**src/rtl/cpu_pkg.sv**
```systemverilog
// Shared multiply-unit state type, latency and writeback-select encodings.
// MUL_HILO_FAST_EN selects the single-stage multiply latency.
package cpu_pkg;

  localparam int MUL_WIDTH = 32;

  typedef enum logic [1:0] {
    IDLE = 2'd0,
    CALC = 2'd1,
    FIX  = 2'd2
  } mul_state_t;

`ifdef MUL_HILO_FAST_EN
  localparam int MUL_LAT = 2;
`else
  localparam int MUL_LAT = MUL_WIDTH + 1;
`endif

  // MFCOP_SEL encodings used by the decoder and the writeback mux
  localparam logic [1:0] SEL_ALU = 2'b00;
  localparam logic [1:0] SEL_HI  = 2'b01;
  localparam logic [1:0] SEL_LO  = 2'b10;
  localparam logic [1:0] SEL_C0  = 2'b11;

endpackage

```
**src/rtl/mul_hilo_unit_mul_shift_add.sv**
```systemverilog
// Unsigned magnitude multiply datapath: shift-add accumulator plus iteration counter.
// With MUL_HILO_FAST_EN the loop collapses to one registered native multiply.
module mul_shift_add #(
  parameter int WIDTH = 32,
  parameter int CNT_W = $clog2(WIDTH)
) (
  input  logic                 clk_i,
  input  logic                 rst_n_i,
  input  logic                 load_i,
  input  logic                 step_i,
  input  logic [WIDTH-1:0]     mcand_i,
  input  logic [WIDTH-1:0]     mplier_i,
  output logic                 last_o,
  output logic [2*WIDTH-1:0]   acc_o
);

`ifdef MUL_HILO_FAST_EN
  logic [WIDTH-1:0]   mcand_q;
  logic [WIDTH-1:0]   mplier_q;
  logic [2*WIDTH-1:0] acc_q;

  always_ff @(posedge clk_i) begin
    if (!rst_n_i) begin
      mcand_q  <= '0;
      mplier_q <= '0;
      acc_q    <= '0;
    end else if (load_i) begin
      mcand_q  <= mcand_i;
      mplier_q <= mplier_i;
      acc_q    <= '0;
    end else if (step_i) begin
      acc_q <= {{WIDTH{1'b0}}, mcand_q} * {{WIDTH{1'b0}}, mplier_q};
    end
  end

  assign last_o = 1'b1;
  assign acc_o  = acc_q;
`else
  logic [WIDTH-1:0]   mcand_q;
  logic [2*WIDTH-1:0] acc_q;
  logic [CNT_W-1:0]   cnt_q;
  logic [WIDTH:0]     sum;

  // Multiplier rides in the low half and is consumed as the product shifts in
  always_comb begin
    sum = {1'b0, acc_q[2*WIDTH-1:WIDTH]};
    if (acc_q[0]) sum = sum + {1'b0, mcand_q};
  end

  always_ff @(posedge clk_i) begin
    if (!rst_n_i) begin
      mcand_q <= '0;
      acc_q   <= '0;
      cnt_q   <= '0;
    end else if (load_i) begin
      mcand_q <= mcand_i;
      acc_q   <= {{WIDTH{1'b0}}, mplier_i};
      cnt_q   <= '0;
    end else if (step_i) begin
      acc_q <= {sum, acc_q[WIDTH-1:1]};
      cnt_q <= cnt_q + CNT_W'(1);
    end
  end

  assign last_o = (cnt_q == CNT_W'(WIDTH - 1));
  assign acc_o  = acc_q;
`endif

endmodule

```
**src/rtl/mul_hilo_unit.sv**
```systemverilog
// Execute-stage multiply unit: sign handling, sequencing FSM and HI/LO registers.
// Define MUL_HILO_FAST_EN for the single-stage (DSP) multiply.
module mul_hilo_unit
  import cpu_pkg::*;
#(
  parameter int WIDTH = 32,
  parameter int CNT_W = $clog2(WIDTH)
) (
  input  logic             clk_i,
  input  logic             rst_n_i,
  input  logic             start_i,
  input  logic             signed_i,
  input  logic [WIDTH-1:0] op_a_i,
  input  logic [WIDTH-1:0] op_b_i,
  input  logic             kill_i,
  input  logic             hilo_rd_i,
  output logic             busy_o,
  output logic             stall_o,
  output logic             done_o,
  output logic [WIDTH-1:0] hi_o,
  output logic [WIDTH-1:0] lo_o
);

  mul_state_t         state_q, state_d;
  logic               neg_q, neg_d;
  logic               done_q;
  logic [WIDTH-1:0]   hi_q, lo_q;
  logic               load, step, wr, last;
  logic [WIDTH-1:0]   mag_a, mag_b;
  logic [2*WIDTH-1:0] acc, product;

  // 0x80000000 negates to itself, which is the correct unsigned magnitude
  assign mag_a   = (signed_i && op_a_i[WIDTH-1]) ? -op_a_i : op_a_i;
  assign mag_b   = (signed_i && op_b_i[WIDTH-1]) ? -op_b_i : op_b_i;
  assign product = neg_q ? -acc : acc;

  mul_shift_add #(.WIDTH(WIDTH), .CNT_W(CNT_W)) u_core (
    .clk_i    (clk_i),
    .rst_n_i  (rst_n_i),
    .load_i   (load),
    .step_i   (step),
    .mcand_i  (mag_a),
    .mplier_i (mag_b),
    .last_o   (last),
    .acc_o    (acc)
  );

  always_comb begin
    state_d = state_q;
    neg_d   = neg_q;
    load    = 1'b0;
    step    = 1'b0;
    wr      = 1'b0;
    if (kill_i) begin
      state_d = IDLE;
    end else if (start_i) begin
      load    = 1'b1;
      neg_d   = signed_i & (op_a_i[WIDTH-1] ^ op_b_i[WIDTH-1]);
      state_d = CALC;
    end else begin
      unique case (state_q)
        CALC: begin
          step = 1'b1;
          if (last) state_d = FIX;
        end
        FIX: begin
          wr      = 1'b1;
          state_d = IDLE;
        end
        default: state_d = IDLE;
      endcase
    end
  end

  always_ff @(posedge clk_i) begin
    if (!rst_n_i) begin
      state_q <= IDLE;
      neg_q   <= 1'b0;
      done_q  <= 1'b0;
      hi_q    <= '0;
      lo_q    <= '0;
    end else begin
      state_q <= state_d;
      neg_q   <= neg_d;
      done_q  <= wr;
      if (wr) {hi_q, lo_q} <= product;
    end
  end

  assign busy_o  = (state_q != IDLE);
  assign stall_o = hilo_rd_i & busy_o;
  assign done_o  = done_q;
  assign hi_o    = hi_q;
  assign lo_o    = lo_q;

endmodule

```
**config.mk**
```make
export PLATFORM = sky130hd
export DESIGN_NAME = mul_hilo_unit
export DESIGN_NICKNAME = d
export VERILOG_FILES = /design/src/rtl/cpu_pkg.sv /design/src/rtl/mul_hilo_unit_mul_shift_add.sv /design/src/rtl/mul_hilo_unit.sv
export SDC_FILE = /design/constraint.sdc
export NUM_CORES = 1
export LEC_CHECK = 0
export CAP_MARGIN = 20
export CORE_MARGIN = 10
export CORE_UTILIZATION = 47
export CTS_BUF_LIST = sky130_fd_sc_hd__clkbuf_4 sky130_fd_sc_hd__clkbuf_8 sky130_fd_sc_hd__clkbuf_16
export DETAILED_ROUTE_END_ITERATION = 8
export PLACE_DENSITY = 0.67
export SYNTH_ARGS = -nofsm -noshare
export SYNTH_HDL_FRONTEND = slang
export SYNTH_SLANG_ARGS = --single-unit
```
**constraint.sdc**
```tcl
create_clock -name clk_i -period 6.8 [get_ports clk_i]
set_input_delay 0.68 -clock clk_i [delete_from_list [all_inputs] [get_ports clk_i]]
set_output_delay 0.68 -clock clk_i [all_outputs]
set_load 0.02 [all_outputs]
```
==> summary.md, run 1 <==
| Metric | Value |
|---|---|
| Clock Power Share | 39.8% |
| Ys Warns | 0 |
| Die area | between 20000 and 30000 um^2 |
| Final non-filler cell total | between 1.5k and 2k |
| Pin count of the biggest net entering global routing | approximately 130 |
| CTS Sinks | approximately 170 |
| Die Span Y | roughly 170 um |
| Clk slew on worst S/H paths | 70 ps |
| Vias in the first global route | about 9.0k |
| Sequential share of the synthesized area | approximately a third |
| Via density | 5.88 |
| Post-route ant nets | 0 |
| Fin. max-slew vios | 0 |
| CTS buffer count | 17 |
| Die W | roughly 170 um |
| Lkg Pwr | approximately 4.4 nW |
| FP Rows | 54 |
| Layout cells sized above 1 | about 5.6% |
| Final setup fails | 0 |
| Mapped cell area | 10600 um^2 |
| Mapped Cells | around 1.3k |
| Dominant cells by area after synthesis | dfxtp_1 32%, xor2_1 7.4%, a211oi_1 5.7% |
| Total I/O pin count | 137 |
| Setup TNS | 0 ps |
| Drt drc | 0 |
| Flops & latches, synth | roughly 170 |
| Post-synth cell types | a little over 60 |
| Final Cell Area | about 13000 um^2 |
| Area share of the largest cell type after synthesis | between 30% and 40% |
| Critical path endpoint | hi_o[15] |
| Clock latency on the worst-skew pair | around 430 ps |
| Slew @ Worst Pin | between 1000 and 1500 ps |
| NumNets Final | between 1.5k and 2k |
| CP Launch Type | flip-flop |
| EDFF count, synth | 0 |
| Ys flop type | dfxtp_1 |
| Routed wire length | 30100 um |
| Reg-to-reg startpoint | u_core.acc_o[2] |
| P&R area growth vs syn | 19.3% |
| CP max FO | 15 |
| Worst slew margin | 28.6% |
| Mean Syn Cell Area | approximately 8.0 um^2 |
| Max-cap viol count | 0 |
| WL per Instance | about 18 um |
| FMAX | 306 MHz |
| Postcts setup bufs | 0 |
| Hold Crit Depth | 2 |
| Final Hold Viols | 0 |
| Global route overflow | 0 |
| Initial antenna violation count | 0 |
| Port bufs | between 100 and 150 |
| Sequential share of power | 45.5% |
| Setup CP Type | flip-flop to flip-flop |
| Clk Tree Root Cell | clkbuf_16 |
| Required @ worst endpoint | a little over 7000 ps |
| Core Region | between 20000 and 25000 um^2 |
| Dpl hpwl | about 23000 um |
| Ant. Diodes | 0 |
| Asr flop ratio synth | 0% |
| Placed insts | between 1.5k and 2k |
| Worst R2R Setup Slack | about 3500 ps |
| Path depth of the worst reg2reg path | 8 |
| Worst Skew | 12.6 ps |
| Initial DRC count | between 700 and 800 |
| Period utilisation layout | roughly 48% |
| CP Data Arrival Time | around 3500 ps |
| GRT Util Overall | just over 20% |
| Cts hold-fix bufs | 0 |
| Worst Min Path Start | hi_o[0] |
| Switching power total | 0.679 mW |
| Synth area leader | dfxtp_1 |
| Initial core utilization | between 40% and 50% |
| CTS resizes | 0 |
| Internal | 1.66 mW |
| Vias | 9943 |
| H-tree lvl count | 4 |
| Commonest non-fill, non-tap cell in the layout | dfxtp_1 |
| Most frequent cells in the layout | 168 x dfxtp_1, 156 x nor2_1, 136 x nand2_1, 136 x clkdlybuf4s50_1, 90 x a21oi_1 |
| DRT Pass-1 Iters | 5 |
| Status | completed |
| Net Sw Frac | between 20 and 30% |
| VDD IR max | 0.146 mV |
| Combinational power share | roughly 15% |
| Tmin final | about 3300 ps |
| Net count after synthesis | 1431 |
| Pwr dens | roughly 180 nW/um^2 |
| Clock tree buffer depth | 2 |
| GPL Wtd Cong | approximately 0.91 |
| Endpoint class of the critical path | flip-flop |
| Worst R2R End | hi_o[15] |
| Launch point of the worst path | u_core.acc_o[2] |
| First-pass GRT wire length | roughly 48000 um |
| RSZ-0062 raised after global routing | no |
| Worst hold path type | flip-flop to flip-flop |
| CTS tree | done |
| Dpl cell area | roughly 12000 um^2 |
-- worst max-delay path: stages, from the launching register on --
cell and delay (ps):
dfxtp_1 360, or3_1 450, nor4_1 400, nand3_2 190, nand2b_4 200, or4_1 800, o41ai_2 370, xor2_1 230
a211oi_1 100
-- stage by stage --
step | setup WS, ps | hold slack (ps) | total power, mW | utilization (%)
3_5_place_dp | 3260 | 453 | 1.43 | 54.7
6_report | 3530 | 458 | 2.34 | 57.4
3_3_place_gp | 3400 | 442 | 1.42 | 54.7
5_1_grt | 3180 | 490 | 2.43 | 57.4
4_1_cts | 3520 | 463 | 2.35 | 57.3
2_1_floorplan | 4070 | 429 | 1.30 | -
-- power groups by stage --
stage | sequential (mW) | combinational [mW] | clock (mW)
2_1_floorplan | 1.06 | 0.236 | 0
3_3_place_gp | 1.08 | 0.340 | 0
3_5_place_dp | 1.08 | 0.342 | 0
4_1_cts | 1.06 | 0.344 | 0.942
5_1_grt | 1.06 | 0.381 | 0.984
6_report | 1.06 | 0.345 | 0.929
-- layer usage --
metal	global-route usage (%)	part of all wire, %	vias up
li1	-	-	5002
met1	31.2	52	4597
met2	27.7	40	326
met3	3.86	7.2	18
met4	4.39	0.74	0
met5	0	0	-
-- cell usage after synthesis, drive strengths merged, types with 32 or more instances --
library cell	n
nand2	136
xnor2	58
o21ai	78
a21oi	90
a211oi	81
clkbuf	77
o31ai	35
ha	37
dfxtp	169
nor2	156
a311oi	32
xor2	89
-- logic make-up (layout without fill, tap and decap cells) --
family	after synthesis	in the layout	synth area share [%]
buffers and inverters	107	196	3.87
AO/OA/AOI/OAI	399	399	25.7
AND/OR/NAND/NOR	442	442	19.8
multiplexers	21	21	2.00
adder cells (fa/ha/maj)	38	38	4.56
XOR/XNOR	147	147	12.2
flip-flops	169	169	31.9
-- worst min-delay path by stage --
| stage | end |
|---|---|
| 5_1_grt | u_core.mcand_q[15] |
| 3_5_place_dp | u_core.mcand_q[13] |
| 4_1_cts | u_core.mcand_q[15] |
| 2_1_floorplan | u_core.mcand_q[13] |
| 3_3_place_gp | u_core.mcand_q[13] |
| 6_report | hi_o[0] |
-- sequential cells by signal, indices dropped and copies added (netlist names) --
| name | flops |
|---|---|
| u_core.acc_o | 64 |
| hi_o | 32 |
| lo_o | 32 |
| u_core.mcand_q | 32 |
| u_core.cnt_q | 5 |
| state_q | 2 |
| done_o | 1 |
| neg_q | 1 |
-- final cells by class --
type	count	area [um^2]
Timing Repair Buffer	146	1460
Clock buffer	19	447
Tap cell	280	350
Clock inverter	13	110
Fill cell	2045	9390
Multi-Input combinational cell	1047	6820
Inverter	18	68.8
Sequential cell	169	3380
Power figures use the tool's default switching activity.
==> inputs of run 2 (changes only) <==
--- a/config.mk
+++ b/config.mk
@@ -10,7 +10,7 @@
 export CORE_UTILIZATION = 47
 export CTS_BUF_LIST = sky130_fd_sc_hd__clkbuf_4 sky130_fd_sc_hd__clkbuf_8 sky130_fd_sc_hd__clkbuf_16
 export DETAILED_ROUTE_END_ITERATION = 8
-export PLACE_DENSITY = 0.67
+export PLACE_DENSITY = 0.69
 export SYNTH_ARGS = -nofsm -noshare
 export SYNTH_HDL_FRONTEND = slang
 export SYNTH_SLANG_ARGS = --single-unit
==> constraint.sdc (replaced) <==
create_clock -name clk_i -period 2.96 [get_ports clk_i]
set_input_delay 0.296 -clock clk_i [delete_from_list [all_inputs] [get_ports clk_i]]
set_output_delay 0.296 -clock clk_i [all_outputs]
set_load 0.02 [all_outputs]
==> summary.md, run 2 (synthesis gave the netlist of run 1 again) <==
| Metric | Value |
|---|---|
| Lkg Pwr | just under 5 nW |
| H-tree lvl count | 4 |
| Via density | 5.81 |
| Clk slew on worst S/H paths | around 70 ps |
| Final Hold Viols | 0 |
| Vias in the first global route | around 9.4k |
| Required @ worst endpoint | 3300 ps |
| Worst Skew | 7.33 ps |
| Initial antenna violation count | 0 |
| Clk Tree Root Cell | clkbuf_16 |
| CTS tree | done |
| Clock latency on the worst-skew pair | 420 ps |
| Die area | around 29000 um^2 |
| Final non-filler cell total | between 1.5k and 2k |
| Global route overflow | 0 |
| Worst slew margin | 53.0% |
| Setup CP Type | flip-flop to flip-flop |
| CP max FO | 5 |
| Core Region | 22000 um^2 |
| Worst R2R End | hi_o[18] |
| Routed wire length | about 32000 um |
| NumNets Final | around 1.6k |
| Initial DRC count | around 900 |
| Reg-to-reg startpoint | u_core.acc_o[27] |
| Placed insts | ~1.7k |
| Ant. Diodes | 0 |
| CTS buffer count | 17 |
| Endpoint class of the critical path | flip-flop |
| Largest register FFs | between 60 and 70 |
| FMAX | 351 MHz |
| FP Rows | 54 |
| Max-cap viol count | 0 |
| DRT Pass-1 Iters | 5 |
| Slew @ Worst Pin | between 700 and 800 ps |
| WL per Instance | 18.0 um |
| GRT Util Overall | between 20% and 30% |
| Final setup fails | 0 |
| VDD IR max | slightly above 0.3 mV |
| Port bufs | ~140 |
| CP Launch Type | flip-flop |
| P&R area growth vs syn | 26.6% |
| Setup TNS | 0 ps |
| Hold EP | u_core.cnt_q[4] |
| Worst R2R Setup Slack | around 110 ps |
| Dpl hpwl | between 20000 and 25000 um |
| Most frequent cells in the layout | 168 x dfxtp_1, 156 x nor2_1, 136 x clkdlybuf4s50_1, 135 x nand2_1, 90 x a21oi_1 |
| Worst hold path type | flip-flop to flip-flop |
| Register area | about 3400 um^2 |
| Drt drc | 0 |
| Post-route ant nets | 0 |
| Multi-input logic area | ~7000 um^2 |
| Initial core utilization | slightly below 50% |
| Pin count of the biggest net entering global routing | between 100 and 150 |
| First-pass GRT wire length | 50800 um |
| CTS Sinks | 169 |
| CP Data Arrival Time | around 3200 ps |
| RSZ-0062 raised after global routing | yes |
| Cts hold-fix bufs | 0 |
| Path depth of the worst reg2reg path | 8 |
| Clock tree buffer depth | 2 |
| Fin. max-slew vios | 0 |
| Die W | approximately 170 um |
| Period utilisation layout | 96.2% |
| GPL Wtd Cong | approximately 0.95 |
| Filler Cell Count | 1996 |
| Status | completed |
| Die Span Y | between 150 and 200 um |
| Layout cells sized above 1 | roughly an eighth |
| Pwr dens | around 420 nW/um^2 |
| Vias | ~10k |
| Hold Crit Depth | 2 |
| Total I/O pin count | ~140 |
| Commonest non-fill, non-tap cell in the layout | dfxtp_1 |
| Worst Min Path Start | u_core.cnt_q[4] |
| Tmin final | 2850 ps |
-- run 2: changes by cell type in the layout (fill, tap and decap cells not counted), sizes merged --
cell | before | now
clkbuf | 19 | 18
clkinv | 5 | 6
bufinv | 0 | 2
buf | 10 | 93
inv | 24 | 23
clkinvlp | 2 | 1
-- run 2: area by class of cell --
cell class                 instances  area share (%)
sequential                       169            25.2
inverter                          18           0.513
tap                              280            2.61
clock buffer                      18            3.23
timing repair buffer             229            15.8
clock inverter                    14            1.20
multi-input combinational       1047            51.4
-- run 2: worst max-delay path, cell delays in order (launching register included) --
cell and delay [ps]:
dfxtp_1 310, or4_1 580, or3_1 380, or3_4 400, nor4_4 330, nand3_1 200
o31ai_2 250, xor2_1 100, a211oi_1 220
-- run 2: power breakdown --
| part | switching, mW | internal [mW] |
|---|---|---|
| Combinational | 0.527 | 0.406 |
| Sequential | 0.0697 | 2.34 |
| Clock | 1.01 | 1.28 |
| Total | 1.61 | 4.02 |
-- run 2: per-layer routing --
metal / part of all wire [%] / GRT usage [%]
met1: 52 / 33.2
met2: 40 / 29.4
met3: 7.8 / 4.19
met4: 0.82 / 4.61
met5: 0 / 0
-- run 2: worst max-delay path by stage --
stage               slack [ps]  cells past startpoint              from          endpoint
CTS                         90                      8  u_core.acc_o[27]          hi_o[28]
global placement           170                      8  u_core.acc_o[27]          hi_o[28]
detailed placement          90                      8  u_core.acc_o[27]          hi_o[28]
floorplan                  230                     11   u_core.acc_o[0]          lo_o[30]
global route               -70                      9  u_core.acc_o[35]  u_core.acc_o[52]
finish                     110                      8  u_core.acc_o[27]          hi_o[18]
-- run 2: per-stage QoR --
stage / setup slack, ps / power (mW) / area, um^2 / util [%] / hold WS, ps
2_1_floorplan: 234 / 2.98 / 10600 / - / 375
3_3_place_gp: 169 / 3.34 / 12700 / 57.8 / 445
3_5_place_dp: 91.5 / 3.36 / 12700 / 57.8 / 463
4_1_cts: 91.3 / 5.63 / 13300 / 60.5 / 472
5_1_grt: -73.8 / 5.86 / 13400 / 60.9 / 501
6_report: 113 / 5.63 / 13400 / 60.9 / 471
-- run 2: what timing repair did --
item | 4_1_cts | 5_1_grt
resized for setup | 0 | 16
setup buffers | 0 | 2
endpoints found under the setup margin | 0 | 21
